$ cat src/rtl/phase_sequencer_if.sv
// Phase sequencer bundle: enables/sync in, ring state and status out.
// master = sequencer side, slave = phase-decode / controlling side.
interface phase_sequencer_if #(
   parameter int STAGES = 8
);
   localparam int PHASE_W = $clog2(2 * STAGES);

   logic               CE;
   logic               HOLD;
   logic               SYNC;
   logic [STAGES-1:0]  S;
   logic [PHASE_W-1:0] PHASE;
   logic               WRAP;
   logic               FAULT;

   modport master (
      input  CE, HOLD, SYNC,
      output S, PHASE, WRAP, FAULT
   );

   modport slave (
      output CE, HOLD, SYNC,
      input  S, PHASE, WRAP, FAULT
   );
endinterface

$ cat src/rtl/phase_sequencer.sv
// Johnson-ring master phase generator with sync jump and illegal-code recovery.
// Ports: CLK_n/RESET_n plain; bus.master carries CE/HOLD/SYNC in, S/PHASE/WRAP/FAULT out.
module phase_sequencer #(
   parameter int STAGES = 8
) (
   input  logic               CLK_n,
   input  logic               RESET_n,
   phase_sequencer_if.master  bus
);
   localparam int N       = STAGES;
   localparam int PHASE_W = $clog2(2 * STAGES);

   localparam logic [N-1:0] ONE = {{(N-1){1'b0}}, 1'b1};
   localparam logic [N-1:0] TOP = {1'b1, {(N-1){1'b0}}};

   logic [N-1:0]       s_q;
   logic [PHASE_W-1:0] phase_q;
   logic               wrap_q;
   logic               fault_q;

   logic [N-1:0]       s_adv;
   logic [PHASE_W-1:0] phase_adv;
   logic [N-1:0]       t_cur;
   logic               legal;
   logic               f;

   // Fold the falling half onto the rising half: a legal code then
   // becomes a run of low ones, which x & (x+1) == 0 detects.
   function automatic logic [N-1:0] fold(input logic [N-1:0] x);
      return x[N-1] ? ~x : x;
   endfunction

   // Index = ones count in the rising half, N + zeros count in the falling half.
   function automatic logic [PHASE_W-1:0] phase_of(input logic [N-1:0] x);
      logic [N-1:0] t;
      int           cnt;
      t   = fold(x);
      cnt = 0;
      for (int i = 0; i < N; i++) begin
         cnt = cnt + int'(t[i]);
      end
      if (x[N-1]) begin
         cnt = cnt + N;
      end
      return PHASE_W'(cnt);
   endfunction

   always_comb begin
      t_cur = fold(s_q);
      legal = ((t_cur & (t_cur + ONE)) == '0);
   end

   // f forces the middle stages high: a SYNC in the rising half jumps
   // straight to phase N-1; at phase N-1 it is a no-op on the result.
   always_comb begin
      f = (bus.SYNC & ~s_q[N-1]) | (s_q[N-2] & ~s_q[N-1]);
      s_adv      = '0;
      s_adv[0]   = ~s_q[N-1];
      for (int i = 1; i <= N - 2; i++) begin
         s_adv[i] = s_q[i-1] | f;
      end
      s_adv[N-1] = s_q[N-2];
      phase_adv  = phase_of(s_adv);
   end

   always_ff @(posedge CLK_n or negedge RESET_n) begin
      if (!RESET_n) begin
         s_q     <= '0;
         phase_q <= '0;
         wrap_q  <= 1'b0;
         fault_q <= 1'b0;
      end else if (!bus.CE || bus.HOLD) begin
         wrap_q  <= 1'b0;
      end else if (!legal) begin
         s_q     <= '0;
         phase_q <= '0;
         fault_q <= 1'b1;
         wrap_q  <= 1'b0;
      end else begin
         s_q     <= s_adv;
         phase_q <= phase_adv;
         // Only phase 2N-1 (MSB alone) advances into phase 0.
         wrap_q  <= (s_q == TOP);
      end
   end

   assign bus.S     = s_q;
   assign bus.PHASE = phase_q;
   assign bus.WRAP  = wrap_q;
   assign bus.FAULT = fault_q;

endmodule

$ cat src/flat_wrapper.sv
// flat-port wrapper written by rule: the top's interface ports become plain ports
module phase_sequencer_flat 
#(
   parameter int STAGES = 8
)
  (CLK_n, RESET_n, bus_CE, bus_HOLD, bus_SYNC, bus_S, bus_PHASE, bus_WRAP, bus_FAULT);
  phase_sequencer_if #(.STAGES(STAGES)) bus_i ();
  input  logic CLK_n;
  input  logic RESET_n;
  input wire logic [$bits(bus_i.CE)-1:0] bus_CE;
  input wire logic [$bits(bus_i.HOLD)-1:0] bus_HOLD;
  input wire logic [$bits(bus_i.SYNC)-1:0] bus_SYNC;
  output wire logic [$bits(bus_i.S)-1:0] bus_S;
  output wire logic [$bits(bus_i.PHASE)-1:0] bus_PHASE;
  output wire logic [$bits(bus_i.WRAP)-1:0] bus_WRAP;
  output wire logic [$bits(bus_i.FAULT)-1:0] bus_FAULT;
  assign bus_i.CE = bus_CE;
  assign bus_i.HOLD = bus_HOLD;
  assign bus_i.SYNC = bus_SYNC;
  assign bus_S = bus_i.S;
  assign bus_PHASE = bus_i.PHASE;
  assign bus_WRAP = bus_i.WRAP;
  assign bus_FAULT = bus_i.FAULT;
  phase_sequencer #(.STAGES(STAGES)) u_core (.CLK_n(CLK_n), .RESET_n(RESET_n), .bus(bus_i));
endmodule
$ cat config.mk
export PLATFORM = sky130hd
export DESIGN_NAME = phase_sequencer_flat
export DESIGN_NICKNAME = d
export VERILOG_FILES = /design/src/rtl/phase_sequencer_if.sv /design/src/rtl/phase_sequencer.sv /design/src/flat_wrapper.sv
export SDC_FILE = /design/constraint.sdc
export NUM_CORES = 1
export LEC_CHECK = 0
export ABC_AREA = 1
export BUFFER_PORTS_ARGS = -buffer_cell sky130_fd_sc_hd__buf_2
export CAP_MARGIN = 20
export CORE_MARGIN = 8
export CORE_UTILIZATION = 45
export CTS_BUF_LIST = sky130_fd_sc_hd__clkbuf_16
export DETAILED_ROUTE_END_ITERATION = 10
export GPL_ROUTABILITY_DRIVEN = 0
export PLACE_DENSITY_LB_ADDON = 0.15
export SYNTH_ARGS = -nofsm -noshare
export SYNTH_HDL_FRONTEND = slang
export SYNTH_SLANG_ARGS = --single-unit
$ cat constraint.sdc
create_clock -name CLK_n -period 4.75 [get_ports CLK_n]
set_input_delay 0.475 -clock CLK_n [delete_from_list [all_inputs] [get_ports CLK_n]]
set_output_delay 0.475 -clock CLK_n [all_outputs]
set_load 0.01 [all_outputs]
==> run_results.csv <==
group,metric,value,unit
status,status,"completed",
clock_tree,cts_resized,0,
critical_path,path_cells,"inv_2 -> ha_1 -> a21oi_2 -> nand2_1 -> xor2_1 -> inv_1 -> ha_1 -> fa_1 -> ha_1 -> inv_1 -> fa_1 -> fa_1 -> o21ai_0 -> inv_1 -> a21oi_2",
logic_synthesis,synth_top_area_share,33.7,%
logic_synthesis,ys_types,24,
floorplanning,die_area,4110,µm²
timing,slew_viol_final,0,
logic_synthesis,ys_seq_area_share,33.7,%
final_layout,drive_above_1_share,27.9,%
floorplanning,fp.dieW,64.1,µm
critical_path,cpPeakStageDelay,0.48,ns
clock_tree,cts_sinks,14,
logic_synthesis,synth-edff-count,0,
global_routing,grt_pass1_wl,3810,µm
critical_path,r2r_setup_slack,1.11,ns
timing,hold_viol,0,
logic_synthesis,synth_top_family_by_area,"simple AND/OR/NAND/NOR gates",
power_and_ir_drop,peakVddDrop,0.000424,V
routing,vias,855,
critical_path,rr_endpoint,"u_core.bus.PHASE[1]",
clock_tree,htree_levels,1,
floorplanning,pin_count,19,
critical_path,crit_slowest_cell,"fa_1",
timing,clock.fmax,275,MHz
clock_tree,cts_tree,"done",
logic_synthesis,yosys-top-cells-count,"27 x nand2_1, 17 x inv_1, 14 x dfrtp_1, 9 x a21oi_2, 9 x nor2_1",
clock_tree,cts_setup_buffers,0,
routing,drc,0,
timing,max_slew_margin,52.8,%
global_routing,grt_antenna_before_repair,0,
logic_synthesis,synth_area_leaders,"dfrtp_1 34%, nand2_1 9.7%, a21oi_2 7.6%",
power_and_ir_drop,leakagePower,0.617,nW
floorplanning,core_area,2190,µm²
logic_synthesis,synth_nets,143,
timing,setup_violations,0,
critical_path,crit_family,"adder cells",
floorplanning,initial_core_util,47.5,%
critical_path,critPathLaunch,"u_core.bus.S[7]",
power_and_ir_drop,power.density,720,nW/µm²
critical_path,worst_ep_required_time,4.92,ns
timing,min_period,3.64,ns
logic_synthesis,synth_area_leader_cell,"dfrtp_1",
routing,viasPerCell,4.89,
critical_path,path_buf_inv,4,
logic_synthesis,synth_ff_type,"dfrtp_1",
logic_synthesis,synth-seq-cells,14,
final_layout,syn_to_final_growth,17.2,%
critical_path,path_class,"flop to flop",
timing,rsz0062_at_grt,"no",
logic_synthesis,syn_area,1040,µm²
critical_path,crit_end,"u_core.bus.PHASE[1]",
critical_path,end_kind,"flop",
worst_hold_path,hold_class,"input port to asynchronous set/reset pin",
routing,drt-initial-drc-count,55,
placement,post_dp_cell_area,1140,µm²
clock_tree,clk-insertion-delay-late,0.24,ns
logic_synthesis,synthMuxAreaShare,0,%
clock_tree,ctsHoldBuffers,0,
flow_run,drv_cap,0,
timing,worstMarginPinSlew,0.706,ns
logic_synthesis,synthSimpleGateAreaFrac,22.1,%
logic_synthesis,async_flop_share,100,%
global_routing,gr-total-overflow,0,
global_routing,grtUsageTotal,11.6,%
logic_synthesis,synth_xor_area_share,5.05,%
logic_synthesis,synth_compound_area_share,16.6,%
clock_tree,root_buffer,"clkbuf_16",
timing,setup_tns,0,ns
routing,antenna_left,0,
placement,portBuffers,18,
timing,fin_crit_sh,76.5,%
critical_path,crit_fanout,6,
global_routing,grt_max_degree,28,
logic_synthesis,yosysMostFrequentCell,"nand2_1",
routing,drt_wl_total,2110,µm
clock_tree,clockBufferDepth,2,
critical_path,ff2ff_path_depth,15,
logic_synthesis,synth_fa_ha_area_share,13.0,%
clock_tree,numCtsBuffers,3,
timing,fin_skew,0.00167,ns
critical_path,worstSetupPathDepth,15,
critical_path,critPathLaunchType,"flop",
routing,wl_per_cell,12.1,µm
final_layout,diodes,0,
global_routing,first_global_vias,863,
floorplanning,rows,17,
critical_path,reg2reg_from,"u_core.bus.S[7]",
final_layout,final_area,1220,µm²
logic_synthesis,avgSynthCellArea,8.07,µm²
critical_path,worstPathArrival,3.80,ns
floorplanning,die_h,64.1,µm
routing,firstDrtPassIters,4,
final_layout,fin_nets,163,
clock_tree,path_clk_slew,0.04,ns
placement,dp_hpwl,1680,µm
logic_synthesis,syn_inst,129,
logic_synthesis,ys_warn_count,0,
[placed cells by master, fill, tap and decap left out]
| cell type | instances |
|---|---|
| xor2_1 | 6 |
| fa_1 | 3 |
| nor2_1 | 9 |
| nand3_1 | 6 |
| nor3_1 | 1 |
| dfrtp_1 | 14 |
| nand2_1 | 27 |
| clkbuf_16 | 3 |
| inv_2 | 4 |
| a21oi_2 | 9 |
| nand3b_1 | 1 |
| ha_1 | 6 |
| o21ai_1 | 1 |
| nand4_1 | 1 |
| nor2_4 | 1 |
| o211ai_1 | 1 |
| buf_2 | 18 |
| a21oi_1 | 8 |
| o21ai_0 | 5 |
| inv_1 | 17 |
| a21oi_4 | 1 |
| nor2_2 | 2 |
| nand2_2 | 2 |
| nand3_2 | 1 |
[routing by layer]
metal  global-route usage [%]  vias to the layer above  share of wire, %
met5                        0                        -                 0
met4                     6.54                        0               1.8
met3                     4.70                        6               6.0
met2                     17.4                       19                45
met1                     13.8                      382                47
li1                         -                      448                 -
[sequential cells by signal, summed over array words and instances (netlist names)]
signal	count
u_core.bus.FAULT	1
u_core.bus.S	8
u_core.bus.PHASE	4
u_core.bus.WRAP	1
[power breakdown]
part	leakage [nW]	internal, mW	switching [mW]
Clock	0.0370	0.110	0.0461
Combinational	0.401	0.217	0.321
Sequential	0.179	0.151	0.0328
Total	0.617	0.478	0.400
[worst min path at each step]
| stage | cells past startpoint | to | slack (ns) | start |
|---|---|---|---|---|
| floorplan | 0 | u_core.bus.FAULT | 0.18 | RESET_n |
| global placement | 1 | u_core.bus.PHASE[0] | 0.39 | RESET_n |
| detailed placement | 1 | u_core.bus.PHASE[0] | 0.40 | RESET_n |
| CTS | 1 | u_core.bus.PHASE[0] | 0.14 | RESET_n |
| global route | 1 | u_core.bus.S[6] | 0.15 | RESET_n |
| finish | 1 | u_core.bus.PHASE[1] | 0.13 | RESET_n |
[area by class of cell]
type                            instances  area, µm²
Inverter                               21       78.8
Multi-Input combinational cell         91        591
Tap cell                               28       35.0
Timing Repair Buffer                   18       90.1
Clock buffer                            3       75.1
Fill cell                             200        971
Sequential cell                        14        350
[kinds of logic after synthesis]
logic type      Yosys count
compound gates           25
xor+xnor                  6
fa+ha+maj                 9
buf+inv                  24
flops                    14
simple gates             51
[metrics by stage]
| stage | setup slack, ns | total power [mW] | hold WS, ns | std cells | utilization, % |
|---|---|---|---|---|---|
| after global routing | 0.877 | 0.982 | 0.154 | 175 | 55.7 |
| after detailed placement | 1.10 | 0.730 | 0.397 | 172 | 52.3 |
| after floorplan | 1.28 | 0.601 | 0.179 | 129 | - |
| final | 1.11 | 0.878 | 0.132 | 175 | 55.7 |
| after CTS | 1.10 | 0.891 | 0.139 | 175 | 55.7 |
| after global placement | 1.17 | 0.702 | 0.391 | 172 | 52.3 |
[worst register-to-register path: stages, from the launching register on]
cell and delay [ns]:
dfrtp_1 0.42, inv_2 0.09, ha_1 0.19, a21oi_2 0.21, nand2_1 0.12, xor2_1 0.14, inv_1 0.06, ha_1 0.30
fa_1 0.48, ha_1 0.29, inv_1 0.05, fa_1 0.45, fa_1 0.44, o21ai_0 0.17, inv_1 0.07, a21oi_2 0.10
Power figures use the tool's default switching activity.
